File: src/rtl/des_pkg.sv
// des_pkg: shared constants for the DES round sequencer.
//   - DES_ROUNDS        : full DES round count
//   - ST_* constants    : sequencer state encoding (IDLE, LOAD, ROUND, DONE)
//   - ENC_SHIFT         : per-round left-rotate amounts of the C/D key halves
//   - DEC_SHIFT         : per-round right-rotate amounts for decryption
//   - key_shift_for()   : table lookup by round number and direction
package des_pkg;

  localparam int DES_ROUNDS = 16;

  // Sequencer state encoding
  localparam logic [1:0] ST_IDLE  = 2'd0;
  localparam logic [1:0] ST_LOAD  = 2'd1;
  localparam logic [1:0] ST_ROUND = 2'd2;
  localparam logic [1:0] ST_DONE  = 2'd3;

  // Packed tables, entry 15 written first (leftmost), entry 0 last.
  // Encrypt rotates left by 1 in rounds 0, 1, 8, 15 and by 2 elsewhere.
  localparam logic [15:0][1:0] ENC_SHIFT = {
    2'd1, 2'd2, 2'd2, 2'd2, 2'd2, 2'd2, 2'd2, 2'd1,
    2'd2, 2'd2, 2'd2, 2'd2, 2'd2, 2'd2, 2'd1, 2'd1
  };

  // Decrypt walks the schedule backwards: PC1 output already equals K16's
  // C/D, so round 0 needs no rotation and the rest mirror the encrypt table.
  localparam logic [15:0][1:0] DEC_SHIFT = {
    2'd1, 2'd2, 2'd2, 2'd2, 2'd2, 2'd2, 2'd2, 2'd1,
    2'd2, 2'd2, 2'd2, 2'd2, 2'd2, 2'd2, 2'd1, 2'd0
  };

  function automatic logic [1:0] key_shift_for(input logic [3:0] idx, input logic decrypt);
    return decrypt ? DEC_SHIFT[idx] : ENC_SHIFT[idx];
  endfunction

endpackage

File: src/rtl/des_key_shift_lut.sv
// des_key_shift_lut: combinational key-schedule rotate lookup.
// Ports:
//   active          in   high while the sequencer is running a round
//   round_idx       in   current round number (IDX_W bits)
//   decrypt         in   latched block direction
//   key_shift       out  rotate amount 0..2 for the C/D halves (0 when idle)
//   key_shift_right out  rotate direction, 1 = right (0 when idle)
module des_key_shift_lut
  import des_pkg::*;
#(
  parameter int IDX_W = 4
) (
  input  logic             active,
  input  logic [IDX_W-1:0] round_idx,
  input  logic             decrypt,
  output logic [1:0]       key_shift,
  output logic             key_shift_right
);

  logic [3:0] idx4;

  // The shift tables always have 16 entries; reduced-round builds use a
  // narrower index, so widen (or trim) it to the table index width.
  assign idx4 = 4'(round_idx);

  always_comb begin
    key_shift       = 2'd0;
    key_shift_right = 1'b0;
    if (active) begin
      key_shift       = key_shift_for(idx4, decrypt);
      key_shift_right = decrypt;
    end
  end

endmodule

File: src/rtl/des_round_sequencer.sv
// des_round_sequencer: control FSM for the iterative DES round datapath.
// Accepts a block request by valid/ready, strobes the datapath load, steps
// NUM_ROUNDS rounds (one per clock) and holds res_valid until taken.
// Optional feature macro: DES_SEQ_ABORT_EN adds an 'abort' input that drops
// an in-flight or completed block and returns to IDLE.
// Ports:
//   clk, rst         clock; synchronous active-high reset
//   req_valid/ready  request handshake; req_decrypt sampled on handshake
//   dp_load          one-cycle datapath load strobe (IP / PC1)
//   dp_round_en      datapath performs a Feistel round this cycle
//   round_idx        current round number
//   key_shift        C/D rotate amount this round
//   key_shift_right  C/D rotate direction (1 = right, decrypt)
//   last_round       final round, datapath skips the L/R swap
//   res_valid/ready  result handshake
//   abort            (DES_SEQ_ABORT_EN only) discard the current block
module des_round_sequencer
  import des_pkg::*;
#(
  parameter int NUM_ROUNDS = DES_ROUNDS,
  parameter int IDX_W      = 4
) (
  input  logic             clk,
  input  logic             rst,
  input  logic             req_valid,
  input  logic             req_decrypt,
  output logic             req_ready,
  output logic             dp_load,
  output logic             dp_round_en,
  output logic [IDX_W-1:0] round_idx,
  output logic [1:0]       key_shift,
  output logic             key_shift_right,
  output logic             last_round,
  output logic             res_valid,
  input  logic             res_ready
`ifdef DES_SEQ_ABORT_EN
  ,
  input  logic             abort
`endif
);

  localparam logic [IDX_W-1:0] LAST_IDX = IDX_W'(NUM_ROUNDS - 1);

  logic [1:0]       state;
  logic [IDX_W-1:0] count;
  logic             decrypt_q;
  logic             in_round;
  logic             abort_hit;

`ifdef DES_SEQ_ABORT_EN
  // Abort only matters once a block has been accepted.
  assign abort_hit = abort && (state != ST_IDLE);
`else
  assign abort_hit = 1'b0;
`endif

  // The counter is cleared on every exit from ROUND so it only ever holds a
  // non-zero value while rounds are running.
  always_ff @(posedge clk) begin
    if (rst) begin
      state     <= ST_IDLE;
      count     <= '0;
      decrypt_q <= 1'b0;
    end else if (abort_hit) begin
      state <= ST_IDLE;
      count <= '0;
    end else begin
      case (state)
        ST_IDLE: begin
          if (req_valid && req_ready) begin
            decrypt_q <= req_decrypt;
            state     <= ST_LOAD;
          end
        end
        ST_LOAD: begin
          count <= '0;
          state <= ST_ROUND;
        end
        ST_ROUND: begin
          if (count == LAST_IDX) begin
            count <= '0;
            state <= ST_DONE;
          end else begin
            count <= count + IDX_W'(1);
          end
        end
        ST_DONE: begin
          if (res_ready) state <= ST_IDLE;
        end
        default: state <= ST_IDLE;
      endcase
    end
  end

  assign in_round = (state == ST_ROUND);

  // req_ready is held low while rst is asserted even if the state is IDLE.
  assign req_ready   = (state == ST_IDLE) && !rst;
  assign dp_load     = (state == ST_LOAD);
  assign dp_round_en = in_round;
  assign round_idx   = in_round ? count : '0;
  assign last_round  = in_round && (count == LAST_IDX);
  assign res_valid   = (state == ST_DONE);

  des_key_shift_lut #(
    .IDX_W(IDX_W)
  ) u_key_shift_lut (
    .active          (in_round),
    .round_idx       (round_idx),
    .decrypt         (decrypt_q),
    .key_shift       (key_shift),
    .key_shift_right (key_shift_right)
  );

endmodule

File: config.mk
export PLATFORM = sky130hd
export DESIGN_NAME = des_round_sequencer
export DESIGN_NICKNAME = d
export VERILOG_FILES = /design/src/rtl/des_pkg.sv /design/src/rtl/des_key_shift_lut.sv /design/src/rtl/des_round_sequencer.sv
export SDC_FILE = /design/constraint.sdc
export NUM_CORES = 1
export LEC_CHECK = 0
export CAP_MARGIN = 20
export CORE_AREA = 5 5 42 44
export DETAILED_ROUTE_END_ITERATION = 10
export DIE_AREA = 0 0 47 49
export PLACE_DENSITY = 0.79
export SYNTH_ARGS = -nofsm -noshare
export SYNTH_HDL_FRONTEND = slang
export SYNTH_HIERARCHICAL = 1
export SYNTH_SLANG_ARGS = --single-unit
File: constraint.sdc
create_clock -name clk -period 4.3 [get_ports clk]
set_input_delay 1.29 -clock clk [delete_from_list [all_inputs] [get_ports clk]]
set_output_delay 1.29 -clock clk [all_outputs]
set_load 0.01 [all_outputs]
# Word level (Yosys, flattened, before mapping)
# Memories as Yosys holds them, arrays and structs flattened.
# Index checks and enable logic that the tools add are counted.
dict set report word_totals {
  register_bits 7
  romBits 64
  in_bits 5
  output_inout_bits 12
  wordCells 34
  n_memories 2
}
# name depth word_bits read_ports rd_clocked_by_memory_dff wr line_no
set mem_list {}
lappend mem_list {{(no name shown)} 16 2 1 0 0 des_pkg.sv:32} ;# return decrypt ? DEC_SHIFT[idx] : ENC_SHIFT[idx];
lappend mem_list {{(no name shown)} 16 2 1 0 0 des_pkg.sv:32}
dict set report op_classes {
  n_addsub 1
  order_cmp 1
  n_eq_ne 7
  mux 12
  reduce_logical 8
}
# op n
set ops {}
lappend ops {{2-bit two-way mux} 7}
lappend ops {{4-bit two-way mux} 2}
lappend ops {{2-bit one-hot mux with 4 select lines} 1}
lappend ops {{4-bit one-hot mux with 2 select lines} 1}
lappend ops {{4-bit by 5-bit less-than comparator with 1-bit output (second input constant)} 1}
lappend ops {{4-bit by 1-bit adder with 4-bit output (second input constant)} 1}
lappend ops {{2-bit == test (second input constant)} 2}
lappend ops {{4-bit == test (second input constant)} 1}
lappend ops {{2-bit by 1-bit != test with 1-bit output (second input constant)} 2}
lappend ops {{1-bit logical AND} 3}
lappend ops {{3-bit AND reduction} 1}
lappend ops {{2-bit by 1-bit == test with 1-bit output (second input constant)} 1}
lappend ops {{2-bit zero test} 1}
lappend ops {{2-bit != test (second input constant)} 1}
lappend ops {{2-bit AND reduction} 1}
lappend ops {{2-bit nonzero test} 1}
lappend ops {{1-bit zero test} 1}
lappend ops {{1-bit two-way mux} 1}

# Longest topological paths before layout
# Gate-level depths: netlist of the first run.
dict set report logic_depth {
  ltp_word 6
  depth_mapped 7
  ltp_nobuf 6
}

# By module
# The synthesis of the first run kept the hierarchy.
# mod instances cells_each area_per_inst_um2 seq_area_each_um2
set by_module_without_submodules {}
lappend by_module_without_submodules {des_round_sequencer 1 53 450.4 140.1}
lappend by_module_without_submodules {des_key_shift_lut 1 10 60.1 0.0}

# Worst setup path before layout of the first run
# No wires, ideal clock.
dict set report synth_timing {
  path_kind {reg2out}
  startpoint {reg state[0]}
  endpoint {out key_shift[0]}
  arrival_ns 1.817
  required_ns 3.010
  slack_ns 1.193
  stages_incl_launch_ff 7
  n_path_buf 1
  path_cell_list {dfxtp_1 > inv_1 > ha_1 > buf_4 > and2_1 > or4b_1 > a31oi_1}
}
dict set report synth_between {
  elab_chain_len 6
  word_cells_on_any_way 8
  classes_between {1 x eq/ne; 5 x mux; 2 x memory}
}
# item line_no
set synth_lines {}
lappend synth_lines {{start: declaration} des_round_sequencer.sv:44} ;# logic [1:0] state;
lappend synth_lines {{start signal: assignment} des_round_sequencer.sv:61} ;# state <= ST_IDLE;
lappend synth_lines {{start signal: assignment} des_round_sequencer.sv:65} ;# state <= ST_IDLE;
lappend synth_lines {{start signal: assignment} des_round_sequencer.sv:72} ;# state <= ST_LOAD;
lappend synth_lines {{2-bit == test *} des_round_sequencer.sv:95} ;# assign in_round = (state == ST_ROUND);
lappend synth_lines {{named net dp_round_en} des_round_sequencer.sv:29} ;# output logic dp_round_en,
lappend synth_lines {{4-bit two-way mux *} des_round_sequencer.sv:101} ;# assign round_idx = in_round ? count : '0;
lappend synth_lines {{named net round_idx[1]} des_round_sequencer.sv:30} ;# output logic [IDX_W-1:0] round_idx,
lappend synth_lines {{memory read 16 x 2 bit} n/a}
lappend synth_lines {{2-bit two-way mux (not written as such)} des_pkg.sv:32}
lappend synth_lines {{2-bit two-way mux *} des_pkg.sv:32}
lappend synth_lines {{2-bit two-way mux *} des_key_shift_lut.sv:29} ;# if (active) begin
lappend synth_lines {{end: declaration} des_round_sequencer.sv:31} ;# output logic [1:0] key_shift,
# Mark *: on every way through the listed nets, which the timed path passes. The rest lies on a longest branch. The select of a mux whose other input is x is not followed.

# Worst setup path after layout of the first run
dict set report layout_timing {
  startpoint {reg state[0]}
  endpoint {out key_shift[0]}
}
dict set report layout_between {
  elab_chain_len 6
  word_cells_on_any_way 8
  classes_between {1 x eq/ne; 5 x mux; 2 x memory}
}
# item line_no
set layout_lines {}
lappend layout_lines {{2-bit == test *} des_round_sequencer.sv:95}
lappend layout_lines {{4-bit two-way mux} des_round_sequencer.sv:101}
lappend layout_lines {{memory read 16 x 2 bit} n/a}
lappend layout_lines {{2-bit two-way mux (not written as such)} des_pkg.sv:32}
lappend layout_lines {{2-bit two-way mux} des_pkg.sv:32}
lappend layout_lines {{2-bit two-way mux *} des_key_shift_lut.sv:29}
# Every way passes the cells marked *; elsewhere a longest branch is shown, timed or not. The select of a mux whose other input is x is not followed.

==> flow_summary_export.csv, run 1 <==
group,metric,value,unit
grt,antenna_found_initial,0,
place,portBuffers,16,
die,fp.dieH,49,microns
place,preCtsSetupSlack,0.621,ns
detailed_routing,drt_iter0_drc,10,
critical_path,rrSetupSlack,2.76,ns
flow_run,max-cap-violations,0,
cts,cts_inserted_buffers,3,
critical_path,start_kind,"flop",
die,die_x,47,microns
cts,cts_max_level,1,
cts,cts.sinks,7,
cts,cts_setup_buffers,0,
power,intPower,206,uW
place,place.gp.congestion,0.737,
detailed_routing,ant_nets,0,
final_layout,drive_gt1_share,8.64,%
die,start_util,36.4,%
critical_path,worstPathRequired,3.01,ns
detailed_routing,routed_wl,1110,microns
sta,skew,0.000888,ns
critical_path,ff2ff_path_depth,5,
critical_path,path_cells,"inv_1, ha_1, and2_1, or4b_1, a31oi_1, clkdlybuf4s50_1",
final_layout,seqCellArea,140,sq um
die,ios,17,
power,switching_power,138,uW
critical_path,r2r_end,"count[3]",
critical_path,path_class,"flop to output pin",
power,power_density,490,nW/um^2
power,ir_drop,0.000264,V
sta,maxSlewHeadroom,71.5,%
sta,whs,0.452,ns
cts,cts-resized-gates,0,
final_layout,fin_nets,92,
sta,fmax,261,MHz
synth,synth_cell_types,30,
detailed_routing,viasPerCell,5.07,
synth,syn_area,510,sq um
sta,post-route-min-period,3.83,ns
grt,grt_usage,10.9,%
final_layout,fillers,146,
critical_path,r2r-start,"state[1]",
detailed_routing,vias,492,
critical_path,startpoint,"state[0]",
power,p_leak,0.000276,uW
final_layout,diodes,0,
grt,grt_max_degree,15,
power,p_sw_share,40.1,%
sta,setup_tns,0,ns
die,dieArea,2300,sq um
place,place_hpwl,890,microns
sta,finalCritPeriodShare,89.0,%
grt,grt_pass1_wl,1840,microns
detailed_routing,dr.pass1.iters,4,
cts,cts_hold_buf,0,
cts,clockRootBuffer,"clkbuf_4",
cts,cts_tree,"yes",
sta,slew_violations,0,
power,clkPwrFrac,17.1,%
synth,syn_nets,73,
sta,worstMarginPinSlew,0.428,ns
critical_path,cp_slowest_cell,"clkdlybuf4s50_1",
power,pwr-share-seq,26.8,%
final_layout,utilization,50.0,%
die,core-area,1400,sq um
synth,post_synth_inst_count,63,
sta,final-setup-viol-count,0,
final_layout,multiInputGateArea,317,sq um
critical_path,crit_buf_inv,2,
sta,rsz0062_at_grt,"false",
outcome,outcome,"finished clean",
final_layout,area_growth_syn_to_layout,37.3,%
cts,insertion_delay,0.25,ns
critical_path,cp.arrival,2.54,ns
power,p_comb_share,56.1,%
critical_path,crit_cells,6,
critical_path,end_kind,"output pin",
grt,grt_pass1_vias,470,
grt,overflow,0,
synth,synth.avg_cell_area,8.10,sq um
sta,hold_viol_final,0,
synth,ys_warn_count,6,
critical_path,crit_family,"simple AND/OR/NAND/NOR gates",
detailed_routing,routedWlPerCell,11.5,microns
cts,clock_path_buffers,2,
sta,layout_setup_ws,0.473,ns
critical_path,cp_slowest_stage_delay,0.55,ns
critical_path,critPathCapture,"key_shift[0]",
min_path,min_path_type,"flop to flop",
cts,clk_pin_slew_worst_paths,0.05,ns
critical_path,cp_max_fo,14,
detailed_routing,drc,0,
die,rows,14,
synth,yosysSeqAreaShare,27.5,%
power,total_power,343,uW
synth,synth-seq-cells,7,
## cells by family after synthesis
group	after synthesis	share of synthesized area, %
and+or+nand+nor	25	28.9
AOI/OAI and AO/OA	12	15.4
buffers and inverters	11	10.5
DFF	7	27.5
adders and majority gates	5	12.3
xor gates and xnor gates	2	3.43
muxes	1	1.96
## synthesized netlist by cell type
library cell  instances  area [sq um]
buf_6                 1          11.3
a31oi_1               1          6.26
buf_4                 1          7.51
dfxtp_1               7           140
nand3_2               1          10.0
xnor2_1               1          8.76
inv_1                 8          30.0
nand4_1               2          12.5
nor2_1                3          11.3
o21ai_0               2          10.0
xor2_1                1          8.76
a222oi_1              1          10.0
a21oi_1               4          20.0
a211o_2               1          10.0
and2_1                3          18.8
and3_1                1          6.26
mux2i_1               1          10.0
buf_2                 1          5.00
nor2b_1               2          12.5
or4b_1                1          10.0
or2b_1                1          7.51
nor3_1                1          5.00
o21a_1                1          7.51
nand2b_1              2          12.5
nand2_1               4          15.0
ha_1                  5          62.6
nand4b_1              1          8.76
a211oi_1              2          15.0
nand3_1               2          10.0
and2_2                1          7.51
## worst reg2reg max path: cells and delay by family (launching register included)
family	cells	cell delay, ns
compound gates	1	0.22
xor+xnor	1	0.16
fa+ha+maj	1	0.46
buf+inv	1	0.09
flops	1	0.38
simple gates	1	0.15
## layer usage
layer / track usage (%) / part of all wire, %
met4: 5.53 / 1.4
met2: 17.9 / 54
met1: 11.5 / 41
met3: 4.43 / 3.9
met5: 0 / 0
## cell usage in the layout, fill, tap and decap left out
cell type	count
nand2_1	4
buf_4	1
and3_1	1
and2_2	1
nand4b_1	1
clkdlybuf4s50_1	16
or4b_1	1
mux2i_1	1
a31oi_1	1
xnor2_1	1
a222oi_1	1
ha_1	5
nand3_2	1
nand4_1	2
nand2b_1	2
or2b_1	1
nor2b_1	2
dfxtp_1	7
nor3_1	1
xor2_1	1
a211oi_1	2
and2_1	3
o21a_1	1
clkbuf_1	1
nor2_1	3
inv_1	8
o21ai_0	2
a21oi_1	4
a211o_2	1
clkbuf_4	3
nand3_1	2
## per-stage QoR
step,cells,area (sq um)
detailed placement,93,674
floorplan,63,510
CTS,97,701
global placement,93,674
global route,97,701
finish,97,701
## area by class of cell
class,count,area share (%)
well taps,16,2.86
repair buffers,17,23.9
multi-input cells,45,45.2
flip-flops and latches,7,20.0
clock buffers,4,3.75
inverters,8,4.29
## power groups by stage
stage / registers (uW) / logic, uW / clock network [uW]
floorplan: 89.5 / 136 / 0
global placement: 91.7 / 186 / 0
detailed placement: 93.1 / 191 / 0
CTS: 92.0 / 193 / 60.6
global route: 93.6 / 210 / 67.1
finish: 92.0 / 193 / 58.7
## sequential cells by signal (all words and copies together), names as in the netlist
name	flops
state	2
decrypt_q	1
count	4
## worst min path at each step
stage | from | to | slack (ns) | depth (start not counted)
floorplan | decrypt_q | decrypt_q | 0.43 | 2
global placement | decrypt_q | decrypt_q | 0.45 | 2
detailed placement | decrypt_q | decrypt_q | 0.45 | 2
CTS | decrypt_q | decrypt_q | 0.46 | 2
global route | decrypt_q | decrypt_q | 0.48 | 2
finish | decrypt_q | decrypt_q | 0.45 | 2
Power figures use the tool's default switching activity.
==> run 2, diff against run 1 <==
--- a/config.mk
+++ b/config.mk
@@ -5,8 +5,9 @@
 export SDC_FILE = /design/constraint.sdc
 export NUM_CORES = 1
 export LEC_CHECK = 0
-export CAP_MARGIN = 20
+export CAP_MARGIN = 0
 export CORE_AREA = 5 5 42 44
+export CTS_CLUSTER_DIAMETER = 30
 export DETAILED_ROUTE_END_ITERATION = 10
 export DIE_AREA = 0 0 47 49
 export PLACE_DENSITY = 0.79
==> results of run 2 <==
The final DEF is identical to that of run 1; final timing and power are the same.
==> RTL change, RTL diff (flow settings as in run 1) <==
`IDX_W` is set to 4 in 2 places; all go to 3.
--- a/src/rtl/des_key_shift_lut.sv
+++ b/src/rtl/des_key_shift_lut.sv
@@ -8,7 +8,7 @@
 module des_key_shift_lut
   import des_pkg::*;
 #(
-  parameter int IDX_W = 4
+  parameter int IDX_W = 3
 ) (
   input  logic             active,
   input  logic [IDX_W-1:0] round_idx,
--- a/src/rtl/des_round_sequencer.sv
+++ b/src/rtl/des_round_sequencer.sv
@@ -18,7 +18,7 @@
   import des_pkg::*;
 #(
   parameter int NUM_ROUNDS = DES_ROUNDS,
-  parameter int IDX_W      = 4
+  parameter int IDX_W      = 3
 ) (
   input  logic             clk,
   input  logic             rst,
Interface: changed (resized round_idx); port bits go from 17 to 16. No check against the original RTL was run, so the function may have changed too.
==> RTL change against run 1 <==
Wire length shrank 18%; sequential cell count is 1 lower; first-iteration DRC count shrank 100%; final area shrank 10%; worst setup slack improved by 0.15 ns; via count fell by 24%; total power down 10%; hold slack improved by 0.026 ns; area after synthesis is 16% lower; die area is the same; critical endpoint is now req_ready; largest power group unchanged.
==> RTL change: results (changes against run 1) <==
Outcome - completed (unchanged)
Port Buffers - 15 (was 16)
XOR/XNOR Fraction of Synth Area - 0 (was 0.0343)
Drt first pass iters - 1 (was 4)
Layout cell share with drive strength beyond 1 - 0.200 (was 0.0864)
Wire per inst - 11.2 µm (was 11.5 µm)
GRT Util Overall - 0.0923 (was 0.109)
Fraction of area in multi-input gates - 0.479 (was 0.452)
Post-cts sizing count - 0 (unchanged)
Buffers, non-clock - 16 (was 17)
Crit path max fanout - 2 (was 14)
Multi-input gates - 38 (was 45)
Reg2reg setup slack - 2.82 ns (was 2.76 ns)
Worst Skew - 0.00367 ns (was 0.000888 ns)
# fillers - 140 (was 146)
Proportion of cell area occupied by registers - 0.191 (was 0.200)
Post-DP HPWL - 738 µm (was 890 µm)
Number of library cell types mapped by synthesis - 16 (was 30)
Signal buf overhead - 0.250 (was 0.239)
Vias/cell - 4.63 (was 5.07)
CP endpoint - req_ready (was key_shift[0])
CLK BUF - 3 (was 4)
Synth Net Count - 57 (was 73)
Final clock-cell share - 0.0358 (was 0.0375)
Seq. cell area - 120 µm² (was 140 µm²)
First-pass GRT wire length - 1480 µm (was 1840 µm)
Iter 0 DRT Violations - 0 (was 10)
Clk sinks - 6 (was 7)
Top Registers - count (3), state (2), decrypt_q (1) (was count (4), state (2), decrypt_q (1))
Inverters - 2 (was 8)
Lkg Pwr - 0.254 nW (was 0.276 nW)
Crit path launch - rst (was state[0])
Met1 WL - 371 µm (was 454 µm)
Nets - 78 (was 92)
Met2 GRT Util - 0.131 (was 0.179)
Crit Reg-Reg Endpoint - state[1] (was count[3])
Worst reg2reg startpoint - state[0] (was state[1])
Global placement routability congestion - 0.682 (was 0.737)
Max rail drop VDD - 233 µV (was 264 µV)
Vias in the first global route - 364 (was 470)
Met3 GRT Util - 0.0221 (was 0.0443)
Met2 WL post-DR - 415 µm (was 597 µm)
Synth Area in Adders - 0.175 (was 0.123)
M1 GR Usage - 0.108 (was 0.115)
Post-synthesis compound-gate area fraction - 0.0933 (was 0.154)
Proportion of synthesized area in mux cells - 0.0233 (was 0.0196)
Worst Hold Launch - decrypt_q (unchanged)
Clk_lat worst skew - 0.25 ns (about the same)
Post-DP Area - 607 µm² (was 674 µm²)
## RTL change: cell count changes in the layout (fill, tap and decap cells not counted), sizes merged, moves of 2 or more
| cell | change |
|---|---|
| o21ai | -2 |
| a211oi | -2 |
| nor2b | +2 |
| nand4 | -2 |
| nand2 | -2 |
| nand2b | +4 |
| nor2 | -2 |
| inv | -6 |
## RTL change: through the flow
step / instances / setup slack, ns / hold slack (ns)
2_1_floorplan: 46 / 1.54 / 0.439
6_report: 81 / 0.618 / 0.478
3_5_place_dp: 78 / 0.607 / 0.476
3_3_place_gp: 78 / 0.601 / 0.461
5_1_grt: 81 / 0.563 / 0.507
4_1_cts: 81 / 0.607 / 0.483
## RTL change: critical path, cell delays in order
cell and delay [ns]:
clkdlybuf4s50_1 0.44, nor2b_1 0.12, clkdlybuf4s50_1 0.54
## RTL change: power breakdown
group | switching, mW | internal, mW
clock network | 0.0224 | 0.0317
logic | 0.0789 | 0.0940
registers | 0.0120 | 0.0684
